File: src/rtl/pwm_bank_pkg.sv
// Shared definitions for the pwm_bank block.
//   reg_sel_e : register offset within a channel's 4-word window
//   CTRL_*    : bit positions inside the CTRL register
package pwm_bank_pkg;

  typedef enum logic [1:0] {
    REG_PERIOD = 2'd0,
    REG_DUTY   = 2'd1,
    REG_CTRL   = 2'd2,
    REG_COUNT  = 2'd3
  } reg_sel_e;

  localparam int CTRL_EN  = 0;  // channel enable
  localparam int CTRL_INV = 1;  // output inversion (only while enabled)
  localparam int CTRL_RST = 2;  // one-shot counter restart, self-clearing

endpackage

File: src/rtl/pwm_chan.sv
// One PWM generator channel.
// Ports:
//   clk, reset        : clock, asynchronous active-high reset
//   wr_period/duty/ctrl : single-cycle write enables from the bus decoder
//   wr_data           : write data truncated to CNT_W bits
//   ctrl_bits         : low three bits of the write data (CTRL layout)
//   period_stage, duty_stage : staged (not yet active) settings, for readback
//   count             : live counter value
//   enable, invert    : current CTRL state
//   pwm               : registered PWM output
module pwm_chan
  import pwm_bank_pkg::*;
#(
  parameter int CNT_W = 16
) (
  input  logic             clk,
  input  logic             reset,
  input  logic             wr_period,
  input  logic             wr_duty,
  input  logic             wr_ctrl,
  input  logic [CNT_W-1:0] wr_data,
  input  logic [2:0]       ctrl_bits,
  output logic [CNT_W-1:0] period_stage,
  output logic [CNT_W-1:0] duty_stage,
  output logic [CNT_W-1:0] count,
  output logic             enable,
  output logic             invert,
  output logic             pwm
);

  logic [CNT_W-1:0] period_stage_reg;
  logic [CNT_W-1:0] duty_stage_reg;
  logic [CNT_W-1:0] period_act_reg;
  logic [CNT_W-1:0] duty_act_reg;
  logic [CNT_W-1:0] count_reg;
  logic [CNT_W-1:0] count_next;
  logic             enable_reg;
  logic             invert_reg;
  logic             pwm_reg;

  logic restart;
  logic wrap;
  logic load_act;
  logic raw;

  assign restart = wr_ctrl & ctrl_bits[CTRL_RST];
  assign wrap    = enable_reg & (count_reg == period_act_reg);
  // Active settings follow staging only at a period boundary so a running
  // waveform never sees a half-updated period; a stopped channel tracks
  // staging continuously so it starts with the latest values.
  assign load_act = wrap | ~enable_reg | restart;
  assign raw      = enable_reg & (count_reg < duty_act_reg);

  always_comb begin
    count_next = count_reg + 1'b1;
    if (restart || !enable_reg || wrap) begin
      count_next = '0;
    end
  end

  always_ff @(posedge clk or posedge reset) begin
    if (reset) begin
      period_stage_reg <= '0;
      duty_stage_reg   <= '0;
      period_act_reg   <= '0;
      duty_act_reg     <= '0;
      count_reg        <= '0;
      enable_reg       <= 1'b0;
      invert_reg       <= 1'b0;
      pwm_reg          <= 1'b0;
    end else begin
      if (wr_period) period_stage_reg <= wr_data;
      if (wr_duty)   duty_stage_reg   <= wr_data;
      if (wr_ctrl) begin
        enable_reg <= ctrl_bits[CTRL_EN];
        invert_reg <= ctrl_bits[CTRL_INV];
      end
      // Non-blocking load uses the pre-edge staging value, so a PERIOD/DUTY
      // write landing on a wrap edge waits for the following wrap.
      if (load_act) begin
        period_act_reg <= period_stage_reg;
        duty_act_reg   <= duty_stage_reg;
      end
      count_reg <= count_next;
      pwm_reg   <= raw ^ (invert_reg & enable_reg);
    end
  end

  assign period_stage = period_stage_reg;
  assign duty_stage   = duty_stage_reg;
  assign count        = count_reg;
  assign enable       = enable_reg;
  assign invert       = invert_reg;
  assign pwm          = pwm_reg;

endmodule

File: src/rtl/pwm_bank.sv
// Multi-channel PWM bank on the EBI slave bus.
// Each channel owns four words at BASE_ADDR + 4*ch: PERIOD, DUTY, CTRL, COUNT.
// Ports:
//   clk, reset     : clock, asynchronous active-high reset
//   ebi_addr       : EBI word address
//   ebi_data_in    : write data (low CNT_W bits used)
//   ebi_data_out   : registered read data, 0 when no read is active
//   ebi_wr, ebi_rd, ebi_cs : bus strobes, active-high
//   pwm_out        : one PWM output per channel
// Optional: define PWM_READBACK_EN to build the register read path; without
// it ebi_data_out is constant zero and ebi_rd is ignored.
module pwm_bank
  import pwm_bank_pkg::*;
#(
  parameter int                NUM_CH    = 8,
  parameter int                CNT_W     = 16,
  parameter int                ADDR_W    = 21,
  parameter logic [ADDR_W-1:0] BASE_ADDR = 21'h000100
) (
  input  logic              clk,
  input  logic              reset,
  input  logic [ADDR_W-1:0] ebi_addr,
  input  logic [15:0]       ebi_data_in,
  output logic [15:0]       ebi_data_out,
  input  logic              ebi_wr,
  input  logic              ebi_rd,
  input  logic              ebi_cs,
  output logic [NUM_CH-1:0] pwm_out
);

  localparam logic [ADDR_W-1:0] SPAN = ADDR_W'(4 * NUM_CH);

  // Addresses below the base wrap to large offsets and fall out of range.
  logic [ADDR_W-1:0] off;
  logic [ADDR_W-3:0] word;
  logic              in_range;
  reg_sel_e          reg_sel;

  assign off      = ebi_addr - BASE_ADDR;
  assign word     = off[ADDR_W-1:2];
  assign in_range = (off < SPAN);
  assign reg_sel  = reg_sel_e'(off[1:0]);

  // A strobe held over several cycles must write only once.
  logic wr_strobe;
  logic wr_strobe_prev_reg;
  logic wr_hit;

  assign wr_strobe = ebi_cs & ebi_wr;
  assign wr_hit    = wr_strobe & ~wr_strobe_prev_reg & in_range;

  always_ff @(posedge clk or posedge reset) begin
    if (reset) wr_strobe_prev_reg <= 1'b0;
    else       wr_strobe_prev_reg <= wr_strobe;
  end

  logic [NUM_CH-1:0][CNT_W-1:0] stage_period;
  logic [NUM_CH-1:0][CNT_W-1:0] stage_duty;
  logic [NUM_CH-1:0][CNT_W-1:0] chan_count;
  logic [NUM_CH-1:0]            chan_en;
  logic [NUM_CH-1:0]            chan_inv;

  generate
    for (genvar gi = 0; gi < NUM_CH; gi++) begin : g_chan
      logic chan_hit;
      assign chan_hit = wr_hit & (word == (ADDR_W-2)'(gi));

      pwm_chan #(.CNT_W(CNT_W)) u_chan (
        .clk          (clk),
        .reset        (reset),
        .wr_period    (chan_hit & (reg_sel == REG_PERIOD)),
        .wr_duty      (chan_hit & (reg_sel == REG_DUTY)),
        .wr_ctrl      (chan_hit & (reg_sel == REG_CTRL)),
        .wr_data      (ebi_data_in[CNT_W-1:0]),
        .ctrl_bits    (ebi_data_in[2:0]),
        .period_stage (stage_period[gi]),
        .duty_stage   (stage_duty[gi]),
        .count        (chan_count[gi]),
        .enable       (chan_en[gi]),
        .invert       (chan_inv[gi]),
        .pwm          (pwm_out[gi])
      );
    end
  endgenerate

`ifdef PWM_READBACK_EN
  localparam int CH_W = (NUM_CH > 1) ? $clog2(NUM_CH) : 1;

  logic            rd_hit;
  logic [CH_W-1:0] rd_ch;
  logic [15:0]     rd_value;
  logic [15:0]     data_out_reg;
  logic            unused_bits;

  assign rd_hit      = ebi_cs & ebi_rd & in_range;
  assign rd_ch       = word[CH_W-1:0];
  assign unused_bits = ^ebi_data_in;

  always_comb begin
    rd_value = '0;
    if (rd_hit) begin
      case (reg_sel)
        REG_PERIOD: rd_value[CNT_W-1:0] = stage_period[rd_ch];
        REG_DUTY:   rd_value[CNT_W-1:0] = stage_duty[rd_ch];
        REG_CTRL: begin
          // Restart is a one-shot action, so it always reads back as 0.
          rd_value[CTRL_EN]  = chan_en[rd_ch];
          rd_value[CTRL_INV] = chan_inv[rd_ch];
        end
        default:    rd_value[CNT_W-1:0] = chan_count[rd_ch];
      endcase
    end
  end

  always_ff @(posedge clk or posedge reset) begin
    if (reset) data_out_reg <= '0;
    else       data_out_reg <= rd_value;
  end

  assign ebi_data_out = data_out_reg;
`else
  logic unused_bits;
  assign unused_bits  = ^{ebi_rd, ebi_data_in, stage_period, stage_duty,
                          chan_count, chan_en, chan_inv};
  assign ebi_data_out = 16'h0000;
`endif

endmodule

File: config.mk
export PLATFORM = sky130hd
export DESIGN_NAME = pwm_bank
export DESIGN_NICKNAME = d
export VERILOG_FILES = /design/src/rtl/pwm_bank_pkg.sv /design/src/rtl/pwm_chan.sv /design/src/rtl/pwm_bank.sv
export SDC_FILE = /design/constraint.sdc
export NUM_CORES = 1
export LEC_CHECK = 0
export CAP_MARGIN = 5
export CORE_MARGIN = 5
export CORE_UTILIZATION = 40
export DETAILED_ROUTE_END_ITERATION = 8
export MAX_ROUTING_LAYER = met4
export SYNTH_ARGS = -nofsm -noshare
export SYNTH_HDL_FRONTEND = slang
export SYNTH_SLANG_ARGS = --single-unit
export TNS_END_PERCENT = 50
File: constraint.sdc
create_clock -name clk -period 66.2 [get_ports clk]
set_input_delay 9.93 -clock clk [delete_from_list [all_inputs] [get_ports clk]]
set_output_delay 9.93 -clock clk [all_outputs]
set_load 0.1 [all_outputs]
# [Yosys cells after proc, flatten, opt, wreduce, memory -nomap -nowiden]
# Cells that the tools add are included.
[word_totals] inputBits=42 regBits=665 output_inout_bits=24
[op_classes] eq_ne=17 add_sub_neg=9 mux=8 n_bitwise=100 order_cmp=9 reduce_logical=26
[op_table] cell="$add 16x1->16 const B" n=8
[op_table] cell="$eq 16x16->1" n=8
[op_table] cell="$lt 16x16->1" n=8
[op_table] cell="$mux 16" n=8
[op_table] cell="$eq 19x3->1 const B" n=4
[op_table] cell="$and 1x1->1" n=67
[op_table] cell="$eq 19x2->1 const B" n=2
[op_table] cell="$lt 21x6->1 const B" n=1
[op_table] cell="$sub 21x9->21 const B" n=1
[op_table] cell="$eq 19x1->1 const B" n=1
[op_table] cell="$logic_not 19->1" n=1
[op_table] cell="$logic_or 1x1->1" n=16
[op_table] cell="$or 1x1->1" n=16
[op_table] cell="$not 1->1" n=9
[op_table] cell="$logic_not 1->1" n=8
[op_table] cell="$xor 1x1->1" n=8
[op_table] cell="$eq 2x1->1 const B" n=1
[op_table] cell="$eq 2x2->1 const B" n=1
[op_table] cell="$logic_not 2->1" n=1

# [Longest topological paths before layout]
[depth] depth_word=9 mapped_depth=10 depth_no_buf=7

# [Cells and area by module]
# A second synthesis with hierarchy kept.
[unflattened] cells_unflattened=2394 area_unflattened_um2=31201.2
[by_module_without_submodules] module="pwm_chan" instances=8 area_per_inst_um2=3794.9 cells_each=286
[by_module_without_submodules] module="pwm_bank" instances=1 area_per_inst_um2=842.1 cells_each=106

# [Least setup slack after synthesis]
# No wires, ideal clock.
[synth_path] kind="in2reg" start="input port ebi_addr[8]" end="register g_chan[7].u_chan.duty_act_reg[15]" setup_slack_ps=54089 path_buffers=2 t_arrival_ps=11987 setup_ps=125 cell_stages=8 path_cell_list="inv_1 > ha_1 > o41ai_4 > nor3b_4 > a31o_2 > buf_2 > buf_4 > mux2_2"
[synth_between] elab_chain_len=7
[synth_rtl] item="start, declared" line="pwm_bank.sv:22" rtl="input logic [ADDR_W-1:0] ebi_addr,"
[synth_rtl] item="$sub 21x9->21 (*)" line="pwm_bank.sv:39" rtl="assign off = ebi_addr - BASE_ADDR;"
[synth_rtl] item="$lt 21x6->1" line="pwm_bank.sv:41" rtl="assign in_range = (off < SPAN);"
[synth_rtl] item="$and 1x1->1" line="pwm_bank.sv:50" rtl="assign wr_hit = wr_strobe & ~wr_strobe_prev_reg & in_range;"
[synth_rtl] item="$and 1x1->1 (*)" line="pwm_bank.sv:66" rtl="assign chan_hit = wr_hit & (word == (ADDR_W-2)'(gi));"
[synth_rtl] item="$and 1x1->1 (*)" line="pwm_bank.sv:73" rtl=".wr_ctrl (chan_hit & (reg_sel == REG_CTRL)),"
[synth_rtl] item="$and 1x1->1 (*)" line="pwm_chan.sv:46" rtl="assign restart = wr_ctrl & ctrl_bits[CTRL_RST];"
[synth_rtl] item="$or 1x1->1 (*)" line="pwm_chan.sv:51" rtl="assign load_act = wrap | ~enable_reg | restart;"
[synth_rtl] item="end signal, assigned" line="pwm_chan.sv:82" rtl="duty_act_reg <= duty_stage_reg;"
[synth_rtl] item="end, declared" line="pwm_chan.sv:34" rtl="logic [CNT_W-1:0] duty_act_reg;"
# Every way passes the cells marked *; elsewhere a longest branch is shown, timed or not.
# A chain may end at the register's enable or synchronous reset.

# [Final worst setup path]
[layout_path] start="input port ebi_addr[8]" end="register g_chan[7].u_chan.period_act_reg[7]"
[layout_between] elab_chain_len=7
[layout_rtl] item="$sub 21x9->21 (*)" line="pwm_bank.sv:39"
[layout_rtl] item="$lt 21x6->1" line="pwm_bank.sv:41"
[layout_rtl] item="$and 1x1->1" line="pwm_bank.sv:50"
[layout_rtl] item="$and 1x1->1 (*)" line="pwm_bank.sv:66"
[layout_rtl] item="$and 1x1->1 (*)" line="pwm_bank.sv:73"
[layout_rtl] item="$and 1x1->1 (*)" line="pwm_chan.sv:46"
[layout_rtl] item="$or 1x1->1 (*)" line="pwm_chan.sv:51"
[layout_rtl] item="end signal, assigned" line="pwm_chan.sv:81" rtl="period_act_reg <= period_stage_reg;"
[layout_rtl] item="end, declared" line="pwm_chan.sv:33" rtl="logic [CNT_W-1:0] period_act_reg;"
# Marked as above.

==> metrics.txt <==
outcome=completed; DR vias/cell=5.125; Rows=102; Worst setup EP type=flop; number of enable flip-flop cells after synthesis=0; startpoint types=primary input; syn_area_per_cell=12.97 um2; layout cell share with drive strength beyond 1=27.63%; Worst Slack Setup Final=52.98 ns; RSZ-0062 raised after global routing=no; fin. max-slew vios=0; Mapped Area=31270 um2; endpoints failing setup=0; dpl cells=3432; Die Ht=289.6 um; layout overhead on the synthesized area=12.43%; htree depth=3; Leakage=17.32 nW; DRC viols=0; Worst Path Required=66.67 ns; setup TNS=0 ns; #FFs+latches synth=665; Initial Util=40.37%; Yosys top cell area share=53.21%; Arr. time, crit path=13.70 ns; postcts setup bufs=0; ys flop type=dfrtp_1; die area=83880 um2; Max Buffers Root-to-Sink=3; sequential share of the synthesized area=53.21%; IO Pins=66; Synth area leaders=dfrtp_1, mux2_2, xnor2_1; FF-to-FF Start=wr_strobe_prev_reg; I/O Buffers=48; largest net degree at the start of global routing=166; total power=823.5 uW; hold bufs inserted after CTS=0; CTS tree=done; final global-route overflow total=0; achievable frequency=75.63 MHz; clock tree sinks=665; Placed Area=32870 um2; vias in the first global route=19160; CP Class=in2reg; Synth cell types=48; PwrDens=23.42 nW/um2; clock skew=0.01370 ns; Placement Setup Slack=52.36 ns; clk_lat worst skew=0.59 ns; Cells after Synth=2411; Worst-Margin Slew=1.060 ns; global placement routability congestion=0.8118; crit-path max FO=28; DRT Pass-1 Iters=5; DR iter-0 viols=993; Die Wd=289.6 um; Non-Filler Instances=3551; post-layout minimum cycle time=13.22 ns; post_cts resized=0; leading area contributor after synthesis=dfrtp_1; worst hold start=g_chan[2].u_chan.duty_stage[13]; Async SR Flop Fraction=100.0%; max-cap viol count=0; worst rel slew slack=29.34%; CP Launch Point=ebi_addr[8]; final worst-path cycle share=19.97%; Total Wirelength=67030 um; Clk pin slew, worst setup/hold paths=0.06 ns; initial antenna violation count=5; Hold Path Class=reg2reg; final net count=2637; design area=35160 um2; Fin. Hold Viols=0; Num CTS Buffers=71; routed len/inst=18.87 um; CORE AREA=77470 um2; first-pass GRT wire length=108600 um; maximum vdd drop=13.30 uV; Post-DP HPWL=42190 um; Root Buffer=clkbuf_16; synth warn=0; antenna-violating nets left=0; GRT Total Usage=16.86%; via count=18200
[layer usage]
| metal | vias to the layer above | wire (um) | global-route usage, % |
|---|---|---|---|
| met4 | 0 | 1427 | 4.515 |
| met5 | - | 0 | - |
| met1 | 9349 | 30900 | 22.74 |
| li1 | 8502 | - | - |
| met2 | 251 | 32070 | 27.15 |
| met3 | 98 | 2626 | 2.243 |
[stage by stage]
step | hold WS, ns | util, %
after floorplan | 0.4736 | -
after global placement | 0.4813 | 42.43
after detailed placement | 0.4858 | 42.43
after CTS | 0.4991 | 45.38
after global routing | 0.5064 | 45.38
final | 0.4982 | 45.39
[placed cells by master (no fill, tap or decap), types with 7 or more instances in the layout]
| master | n |
|---|---|
| dfrtp_1 | 665 |
| mux2_2 | 528 |
| xnor2_1 | 186 |
| ha_1 | 130 |
| inv_1 | 123 |
| and2_1 | 100 |
| clkbuf_16 | 73 |
| nand4_1 | 70 |
| xor2_1 | 54 |
| nor2_1 | 50 |
| nand2_1 | 49 |
| nand3_1 | 48 |
| and3_1 | 47 |
| clkdlybuf4s50_1 | 44 |
| a21o_1 | 32 |
| buf_4 | 30 |
| and4_1 | 26 |
| nand2b_1 | 22 |
| nor3_1 | 21 |
| nor2b_1 | 19 |
| a21oi_1 | 19 |
| clkbuf_8 | 18 |
| conb_1 | 16 |
| a31oi_1 | 14 |
| clkbuf_1 | 14 |
| nand4_4 | 10 |
| o41ai_1 | 8 |
| mux2i_1 | 8 |
| a31oi_4 | 7 |
| nor3b_1 | 7 |
| o21ai_0 | 7 |
| clkinv_2 | 7 |
[path summary, 6_finish.rpt]
| check | endpoint | slack, ns | cells past startpoint |
|---|---|---|---|
| max reg2reg | g_chan[6].u_chan.duty_stage[6] | 63.17 | 6 |
| min in group asynchronous | g_chan[1].u_chan.duty_act_reg[3] | 9.79 | 2 |
| min reg2reg | g_chan[2].u_chan.duty_stage[13] | 0.50 | 1 |
| min | g_chan[2].u_chan.duty_stage[13] | 0.50 | 1 |
| max in group asynchronous | g_chan[3].u_chan.duty_stage[15] | 53.34 | 5 |
| max | g_chan[7].u_chan.period_act_reg[7] | 52.98 | 10 |
[worst max-delay path, cell delays in order]
cell and delay, ns:
clkdlybuf4s50_1 0.57, inv_1 0.07, ha_1 0.28, o41ai_4 0.36
buf_4 0.46, nor3b_4 0.27, buf_4 0.33, a31o_2 0.56
buf_4 0.43, mux2_2 0.38
[where the power goes]
part | switching [mW] | internal [mW]
clock network | 0.156 | 0.236
logic | 0.0213 | 0.00390
registers | 0.00000600 | 0.407
[cell type report]
cell class	count	area, um2
flip-flops and latches	665	16640
inverters	124	473.0
diodes	3	7.507
repair buffers	79	705.7
well taps	1040	1301
multi-input cells	1524	13750
fillers	6921	42310
clock inverters	11	155.1
clock buffers	105	2127
[cell usage after synthesis, types with 22 or more instances]
cell	count
and2_1	100
nor2_1	50
nand4_1	70
and3_1	47
clkbuf_1	36
xor2_1	54
nand3_1	48
and4_1	26
dfrtp_1	665
ha_1	130
buf_2	45
a21o_1	32
inv_1	124
nand2b_1	22
xnor2_1	186
mux2_2	528
nand2_1	49
buf_4	28
[cell families (layout without fill, tap and decap cells)]
kind of cell | after synthesis | in the layout | synth area share, %
other | 1 | 19 | 0.01199
buffers and inverters | 237 | 319 | 3.385
DFF | 665 | 665 | 53.21
muxes | 536 | 536 | 19.27
xor gates and xnor gates | 240 | 240 | 6.721
adders and majority gates | 130 | 130 | 5.201
and+or+nand+nor | 488 | 488 | 9.578
AOI/OAI and AO/OA | 114 | 114 | 2.625
Power figures use the tool's default switching activity.
